`config.mk`:
```
export PLATFORM = sky130hd
export DESIGN_NAME = seq_alu_flags
export DESIGN_NICKNAME = d
export VERILOG_FILES = /design/src/rtl/seq_alu_flags.sv
export SDC_FILE = /design/constraint.sdc
export NUM_CORES = 1
export LEC_CHECK = 0
export CAP_MARGIN = 20
export CORE_AREA = 2 2 101 83
export CTS_BUF_LIST = sky130_fd_sc_hd__clkbuf_8
export CTS_CLUSTER_DIAMETER = 50
export DETAILED_ROUTE_END_ITERATION = 7
export DIE_AREA = 0 0 103 85
export PLACE_DENSITY = 0.66
export SLEW_MARGIN = 20
export SYNTH_ARGS = -nofsm -noshare
export SYNTH_HDL_FRONTEND = slang
export SYNTH_SLANG_ARGS = --single-unit
```
`constraint.sdc`:
```
create_clock -name clk -period 3 [get_ports clk]
set_input_delay 0.6 -clock clk [delete_from_list [all_inputs] [get_ports clk]]
set_output_delay 0.6 -clock clk [all_outputs]
set_load 0.005 [all_outputs]
```
`src/rtl/seq_alu_flags.sv`:
```
// Sequential ALU with registered result and flags.
// Arithmetic and logic ops finish in one cycle. Shifts and rotates move one
// bit per cycle. A stored carry (cs) feeds ADC/SBC and is updated by every
// operation that completes.
module seq_alu_flags #(
    parameter int WIDTH = 8
) (
    input  logic             clk,
    input  logic             rst,
    input  logic             in_valid,
    output logic             in_ready,
    input  logic [WIDTH-1:0] a,
    input  logic [WIDTH-1:0] b,
    input  logic [3:0]       op,
    output logic             out_valid,
    input  logic             out_ready,
    output logic [WIDTH-1:0] result,
    output logic             zero,
    output logic             carry,
    output logic             negative,
    output logic             overflow
);
    localparam int SHW = $clog2(WIDTH);
    localparam logic [SHW-1:0] ONE = 1;

    localparam logic [1:0] IDLE  = 2'd0;
    localparam logic [1:0] SHIFT = 2'd1;
    localparam logic [1:0] DONE  = 2'd2;

    logic [1:0]       state;
    logic             cs;
    logic [WIDTH-1:0] work;
    logic [SHW-1:0]   cnt;
    logic [1:0]       sop;

    logic             accept;
    logic             cin;
    logic [WIDTH:0]   add_s, sub_s;
    logic             add_v, sub_v;
    logic [WIDTH-1:0] c_res, c_fsrc;
    logic             c_c, c_v;
    logic             is_shift;
    logic [SHW-1:0]   amt;
    logic [WIDTH-1:0] sh_next;
    logic             sh_out;

    // A retiring result frees the block in the same cycle, so there is no bubble.
    assign in_ready  = !rst && ((state == IDLE) || (state == DONE && out_ready));
    assign accept    = in_valid && in_ready;
    assign out_valid = (state == DONE);
    assign is_shift  = (op[3:2] == 2'b10);
    assign amt       = b[SHW-1:0];

    // Single-cycle datapath; CMP takes its Z/N from the difference, not from result.
    always_comb begin
        cin    = op[1] ? cs : 1'b0;
        add_s  = {1'b0, a} + {1'b0, b} + {{WIDTH{1'b0}}, cin};
        sub_s  = {1'b0, a} - {1'b0, b} - {{WIDTH{1'b0}}, cin};
        add_v  = (a[WIDTH-1] == b[WIDTH-1]) && (add_s[WIDTH-1] != a[WIDTH-1]);
        sub_v  = (a[WIDTH-1] != b[WIDTH-1]) && (sub_s[WIDTH-1] != a[WIDTH-1]);
        c_res  = '0;
        c_c    = 1'b0;
        c_v    = 1'b0;
        case (op)
            4'd0, 4'd2: begin c_res = add_s[WIDTH-1:0]; c_c = add_s[WIDTH]; c_v = add_v; end
            4'd1, 4'd3: begin c_res = sub_s[WIDTH-1:0]; c_c = sub_s[WIDTH]; c_v = sub_v; end
            4'd4:       c_res = a & b;
            4'd5:       c_res = a | b;
            4'd6:       c_res = a ^ b;
            4'd7:       c_res = ~a;
            4'd8, 4'd9, 4'd10, 4'd11: c_res = a;   // zero-length shift
            4'd12:      begin c_res = a; c_c = sub_s[WIDTH]; c_v = sub_v; end
            default:    c_res = '0;
        endcase
        c_fsrc = (op == 4'd12) ? sub_s[WIDTH-1:0] : c_res;
    end

    // One-bit step of the shifter; sh_out is the bit leaving the word.
    always_comb begin
        sh_next = work;
        sh_out  = 1'b0;
        case (sop)
            2'd0: begin sh_next = {work[WIDTH-2:0], 1'b0};         sh_out = work[WIDTH-1]; end
            2'd1: begin sh_next = {1'b0, work[WIDTH-1:1]};         sh_out = work[0];       end
            2'd2: begin sh_next = {work[WIDTH-1], work[WIDTH-1:1]}; sh_out = work[0];      end
            default: begin sh_next = {work[WIDTH-2:0], work[WIDTH-1]}; sh_out = work[WIDTH-1]; end
        endcase
    end

    // Control FSM plus result/flag/stored-carry registers.
    always_ff @(posedge clk or posedge rst) begin
        if (rst) begin
            state    <= IDLE;
            cs       <= 1'b0;
            work     <= '0;
            cnt      <= '0;
            sop      <= 2'd0;
            result   <= '0;
            zero     <= 1'b0;
            carry    <= 1'b0;
            negative <= 1'b0;
            overflow <= 1'b0;
        end else if (accept) begin
            if (is_shift && amt != '0) begin
                state <= SHIFT;
                work  <= a;
                cnt   <= amt;
                sop   <= op[1:0];
            end else begin
                state    <= DONE;
                result   <= c_res;
                zero     <= (c_fsrc == '0);
                negative <= c_fsrc[WIDTH-1];
                carry    <= c_c;
                overflow <= c_v;
                cs       <= c_c;
            end
        end else if (state == SHIFT) begin
            if (cnt == ONE) begin
                state    <= DONE;
                result   <= sh_next;
                zero     <= (sh_next == '0);
                negative <= sh_next[WIDTH-1];
                carry    <= sh_out;
                overflow <= 1'b0;
                cs       <= sh_out;
            end else begin
                work <= sh_next;
                cnt  <= cnt - ONE;
            end
        end else if (state == DONE && out_ready) begin
            state <= IDLE;
        end
    end
endmodule

```
# --- Yosys cells after proc, flatten, opt, wreduce, memory -nomap -nowiden ---
# Index checks and enable logic that the tools add are counted.
op_classes:
  addsub: 5
  muxes: 40
  bitwise: 4
  n_reduce_logical: 26
  n_eq_ne: 26
ops:
  columns: ["operator", "count"]
  rows:
  - ["$mux W8", 9]
  - ["$pmux W8 S7", 1]
  - ["$pmux W8 S3", 1]
  - ["$eq A4 B4 Y1 const B", 5]
  - ["$mux W1", 18]
  - ["$eq A4 B3 Y1 const B", 4]
  - ["$logic_not A8 Y1", 2]
  - ["$mux W3", 4]
  - ["$mux W2", 5]
  - ["$add A8 B8 Y9", 1]
  - ["$add A9 B1 Y9", 1]
  - ["$sub A8 B8 Y9", 1]
  - ["$sub A9 B1 Y9", 1]
  - ["$and A8 B8 Y8", 1]
  - ["$eq A4 B2 Y1 const B", 2]
  - ["$not A8 Y8", 1]
  - ["$or A8 B8 Y8", 1]
  - ["$xor A8 B8 Y8", 1]
  - ["$eq A2 B2 Y1 const B", 3]
  - ["$logic_and A1 B1 Y1", 6]
  - ["$reduce_and A3 Y1", 2]
  - ["$reduce_bool A3 Y1", 2]
  - ["$reduce_or A2 Y1", 3]
  - ["$reduce_or A5 Y1", 1]
  - ["other kinds (17)", 25]
totals:
  elab_cells: 110
  output_inout_bits: 14
  register_bits: 27

# --- Depth between registers and ports, before layout ---
# Gate-level depths: netlist (run 1).
logic_depth:
  word_depth: 7
  ltp_mapped: 13
  ltp_nobuf: 12

# --- Worst setup path after synthesis (run 1) ---
# Ideal clock, no wire load.
synth_timing:
  path_type: "input-to-reg"
  startpoint: "input port op[1]"
  endpoint: "register zero"
  t_arrival_ns: 3.299
  required_time_ns: 2.926
  setup_time_ns: 0.074
  stages: 13
  slack_ns: -0.373
  cell_sequence: "clkbuf_1 nand2_1 inv_1 fa_1 inv_1 ha_1 o21ai_0 a21boi_0 a21oi_1 a211o_2 or4_1 a211o_1 o21ai_2"
synth_between:
  elab_chain_len: 7
synth_lines:
  columns: ["element", "line_no", "rtl"]
  rows:
  - ["start, declared", "14", "input logic [3:0] op,"]
  - ["$mux W1 (tied with other cells)", "56", "cin = op[1] ? cs : 1'b0;"]
  - ["$sub A9 B1 Y9 (tied with other cells)", "58", "sub_s = {1'b0, a} - {1'b0, b} - {{WIDTH{1'b0}}, cin};"]
  - ["$pmux W8 S7", "64", "case (op)"]
  - ["$mux W8 (*)", "75", "c_fsrc = (op == 4'd12) ? sub_s[WIDTH-1:0] : c_res;"]
  - ["$logic_not A8 Y1 (*)", "112", "zero <= (c_fsrc == '0);"]
  - ["$mux W1 (*)", "104", "if (is_shift && amt != '0) begin"]
  - ["$mux W1 (*)", "103", "end else if (accept) begin"]
  - ["end signal, assigned", "112", null]
  - ["end signal, assigned", "122", "zero <= (sh_next == '0);"]
  - ["end, declared", "18", "output logic zero,"]
# Every way passes the cells marked *; elsewhere a longest branch is shown, timed or not. The select of a mux whose other input is x is not followed.
# A chain may end at the register's enable or synchronous reset.

# --- Worst setup path after layout (run 1) ---
layout_timing:
  startpoint: "input port b[1]"
  endpoint: "register zero"
layout_between:
  elab_chain_len: 7
layout_lines:
  columns: ["element", "line_no", "rtl"]
  rows:
  - ["start, declared", "13", "input logic [WIDTH-1:0] b,"]
  - ["$sub A8 B8 Y9 / $add A8 B8 Y9 (equally long branches)", "58, 57", null]
  - ["$sub A9 B1 Y9 / $add A9 B1 Y9 (equally long branches)", "58, 57", null]
  - ["$pmux W8 S7", "64", null]
  - ["$mux W8", "75", null]
  - ["$logic_not A8 Y1", "112", null]
  - ["$mux W1", "104", null]
  - ["$mux W1", "103", null]
# Parallel ways exist; a longest one is shown, timed or not. The select of a mux whose other input is x is not followed.

==> qor.csv, run 1 <==
stage;metric;value;unit
timing;fmax;339;MHz
status;status;completed;
power;power_leakage;2.02;nW
critical_path;path_buf_inv;2;
clocking;clockBufferDepth;2;
synthesis;yosysSeqAreaShare;22.3;%
synthesis;synth.avg_cell_area;8.09;µm²
timing;maxSlewViolCount;0;
critical_path;critPathLaunchType;primary input;
floorplan;initial_core_util;39.1;%
synthesis;synth_flop_cell;dfrtp_1;
timing;finalCriticalPeriod;2950;ps
floorplan;die_area;0.00876;mm²
clocking;cts_root_buffer;clkbuf_8;
routing;drtAntennaViolNets;0;
timing;max_slew_margin;58.8;%
clocking;clkLatencyLatePin;270;ps
cells_and_area;drive_gt1_share;35.7;%
timing;clock_skew;9.36;ps
power;pwr_density_cell;269;mW/mm²
cells_and_area;antenna_cells;0;
worst_hold_path;holdPathStages;2;
global_routing;grt_max_degree;28;
routing;drt-initial-drc-count;226;
critical_path;endpoint_kind;flop;
clocking;cts_hold_buf;0;
floorplan;core;0.00776;mm²
critical_path;slowest_delay;470;ps
critical_path;path_delay_family;compound AO/OA/AOI/OAI gates;
global_routing;grtUsageTotal;21.1;%
timing;rsz0062_at_grt;yes;
timing;finalSetupViolations;0;
critical_path;path_cells;clkdlybuf4s50_1, inv_1, ha_4, a211oi_4, o211ai_1, or2b_2, a311o_1, a221o_1, a211o_1, o21ai_2;
placement;gp_congestion;0.959;
routing;drc;0;
placement;dp.cells;582;
clocking;numCtsBuffers;3;
synthesis;synthesis.nets;439;
routing;first_pass_iters;5;
flow_run;max-cap-violations;0;
routing;routed_wl;9.33;mm
synthesis;ys_seq_elements;27;
placement;io_buffers;37;
routing;vias;3277;
global_routing;grt_pass1_vias;3139;
timing;hold_viol_final;0;
floorplan;die_x;103;µm
global_routing;grt_remaining_overflow;0;
worst_hold_path;hp-class;flop to flop;
critical_path;critPathKind;primary input to flop;
timing;fin_crit_sh;98.3;%
cells_and_area;layout.cells.non_filler;593;
critical_path;worstPathArrival;3150;ps
clocking;clock_sinks;27;
power;p_total;1.20;mW
placement;hpwlAfterDp;7.35;mm
clocking;cts_tree;done;
global_routing;grt_antenna_before_repair;0;
clocking;cts_max_level;1;
critical_path;cpMaxStageDelayCell;clkdlybuf4s50_1;
critical_path;crit_path_max_fanout;3;
global_routing;grt_pass1_wl;14.9;mm
critical_path;r2r.worst_path.cells;11;
power;vdd_drop_max;167;µV
routing;avgViaCountPerCell;5.53;
timing;worst_pin_slew;618;ps
synthesis;synth_cell_types;66;
floorplan;rows;29;
synthesis;synthArstFlopShare;100;%
floorplan;fp.dieH;85;µm
routing;drt-wirelength-per-cell;15.7;µm
timing;hold_ws;513;ps
critical_path;crit_cells;10;
clocking;path_clk_slew;100;ps
synthesis;yosys_warnings;0;
cells_and_area;syn_to_final_growth;47.0;%
critical_path;cp.required;3200;ps
floorplan;ios;38;
synthesis;synthCells;375;
synthesis;syn_area;0.00304;mm²
cells_and_area;fin_nets;550;
synthesis;synth_edf_count;0;
## repair_timing
| action | in CTS | in global routing |
|---|---|---|
| setup endpoints to repair | 8 | 7 |
| buffers inserted | 7 | 1 |
| gates resized for setup | 49 | 39 |
| pin swaps | 15 | 25 |
## registers in the layout (all words and copies together), names as in the netlist
name      count
sop           2
cs            1
overflow      1
work          8
cnt           3
negative      1
zero          1
result        8
state         2
## tightest hold or removal path, stage by stage (launching register included)
cell and delay [ps]:
dfrtp_1 370, nand2_1 60, o31ai_1 60
## per-stage QoR
| step | util [%] | setup TNS [ps] | setup slack, ps | instance area, µm² |
|---|---|---|---|---|
| after floorplan | - | 0 | 7.43 | 3060 |
| after global placement | 52.2 | -3360 | -476 | 4050 |
| after detailed placement | 52.2 | -3810 | -554 | 4050 |
| after CTS | 55.5 | -26.0 | -26.0 | 4310 |
| after global routing | 57.5 | -63.2 | -36.2 | 4460 |
| final | 57.5 | 0 | 50.8 | 4460 |
## synth_stat cells, drive strengths merged, types with 5 or more instances
library cell  count  area share, %
a21oi            20            3.3
mux2              6            2.2
ha               36             15
a221o             5            1.7
o21ai            40            6.7
nand3             8            1.3
a22oi             6            1.5
nand2            40            4.9
clkbuf           13            2.3
xor2              6            1.7
inv              40            4.9
nor3             10            1.6
dfrtp            27             22
nor2             28            3.5
a211oi            5            1.2
## power breakdown
part           total [mW]  internal [mW]  leakage [nW]  switching (mW)
Combinational       0.616          0.326          1.69           0.289
Clock               0.206         0.0918        0.0269           0.114
Sequential          0.378          0.371         0.310         0.00658
Total                1.20          0.790          2.02           0.410
## area by class of cell
cell class / instances / area, µm²
Clock buffer: 3 / 41.3
Clock inverter: 1 / 3.75
Tap cell: 108 / 135
Fill cell: 715 / 3300
Sequential cell: 27 / 677
Multi-Input combinational cell: 292 / 2430
Inverter: 40 / 150
Timing Repair Buffer: 122 / 1030
## placed cells by master, fill, tap and decap left out, types with 3 or more instances in the layout
cell type        netlist  final
o21ai_2                1      3
a21o_1                 3      3
nand2_1               40     39
buf_2                  1      3
buf_4                  2     78
inv_2                  1     11
xor2_1                 6      6
and2b_2                3      3
a21oi_1               20     17
mux2_2                 6      5
nand3_1                8      8
a21oi_2                0      3
dfrtp_1               27     26
ha_1                  36     22
o211ai_1               4      4
a22oi_1                6      6
inv_1                 39     30
mux4_2                 4      4
o21a_1                 3      3
fa_2                   0      3
clkdlybuf4s50_1        0     26
buf_6                  0      7
dlygate4sd2_1          0      3
a221o_1                4      4
nor2_1                28     26
xnor2_1                4      3
ha_4                   0      9
a211oi_1               5      3
o22ai_1                3      3
nor3_1                10      8
clkbuf_8               2      3
ha_2                   0      5
dlymetal6s2s_1         0      5
o21ai_0               39     36
## worst paths after layout
check	slack, ps	to	from
setup / recovery	50	zero$_DFFE_PP0P_	b[1]
max in group asynchronous	1970	cs$_DFFE_PP0P_	rst
hold / removal	510	overflow$_DFFE_PP0P_	overflow$_DFFE_PP0P_
hold reg to reg	510	overflow$_DFFE_PP0P_	overflow$_DFFE_PP0P_
setup reg to reg	50	zero$_DFFE_PP0P_	cs$_DFFE_PP0P_
min in group asynchronous	760	state[0]$_DFFE_PP0P_	rst
## logic make-up (layout without fill, tap and decap cells)
kind of cell / count (synthesis) / after routing / synth area share (%)
AO/OA/AOI/OAI: 119 / 119 / 26.3
AND/OR/NAND/NOR: 111 / 111 / 17.4
buffers and inverters: 56 / 166 / 7.87
adder cells (fa/ha/maj): 40 / 40 / 17.5
flip-flops: 27 / 27 / 22.3
multiplexers: 12 / 12 / 5.85
XOR/XNOR: 10 / 10 / 2.89
## per-layer routing
metal,part of all wire [%],vias up,GRT usage (%)
met5,0,-,0
met4,2.1,0,3.83
met3,6.4,19,2.88
met1,44,1575,31.0
li1,-,1557,-
met2,48,126,33.5
No activity file was read; power rests on OpenSTA's default activity.
==> run 2: changes to the inputs <==
--- a/config.mk
+++ b/config.mk
@@ -5,6 +5,7 @@
 export SDC_FILE = /design/constraint.sdc
 export NUM_CORES = 1
 export LEC_CHECK = 0
+export ABC_CLOCK_PERIOD_IN_PS = 3000
 export CAP_MARGIN = 20
 export CORE_AREA = 2 2 101 83
 export CTS_BUF_LIST = sky130_fd_sc_hd__clkbuf_8
==> results of run 2 <==
Same layout as run 1: the final DEF is identical, and so are final timing and power.
==> run 3: changes to the inputs <==
--- a/config.mk
+++ b/config.mk
@@ -6,14 +6,13 @@
 export NUM_CORES = 1
 export LEC_CHECK = 0
 export ABC_CLOCK_PERIOD_IN_PS = 3000
-export CAP_MARGIN = 20
 export CORE_AREA = 2 2 101 83
 export CTS_BUF_LIST = sky130_fd_sc_hd__clkbuf_8
 export CTS_CLUSTER_DIAMETER = 50
 export DETAILED_ROUTE_END_ITERATION = 7
 export DIE_AREA = 0 0 103 85
 export PLACE_DENSITY = 0.66
-export SLEW_MARGIN = 20
+export SLEW_MARGIN = 15
 export SYNTH_ARGS = -nofsm -noshare
 export SYNTH_HDL_FRONTEND = slang
 export SYNTH_SLANG_ARGS = --single-unit
==> results of run 3 <==
Same layout as run 1: the final DEF is identical, and so are final timing and power.
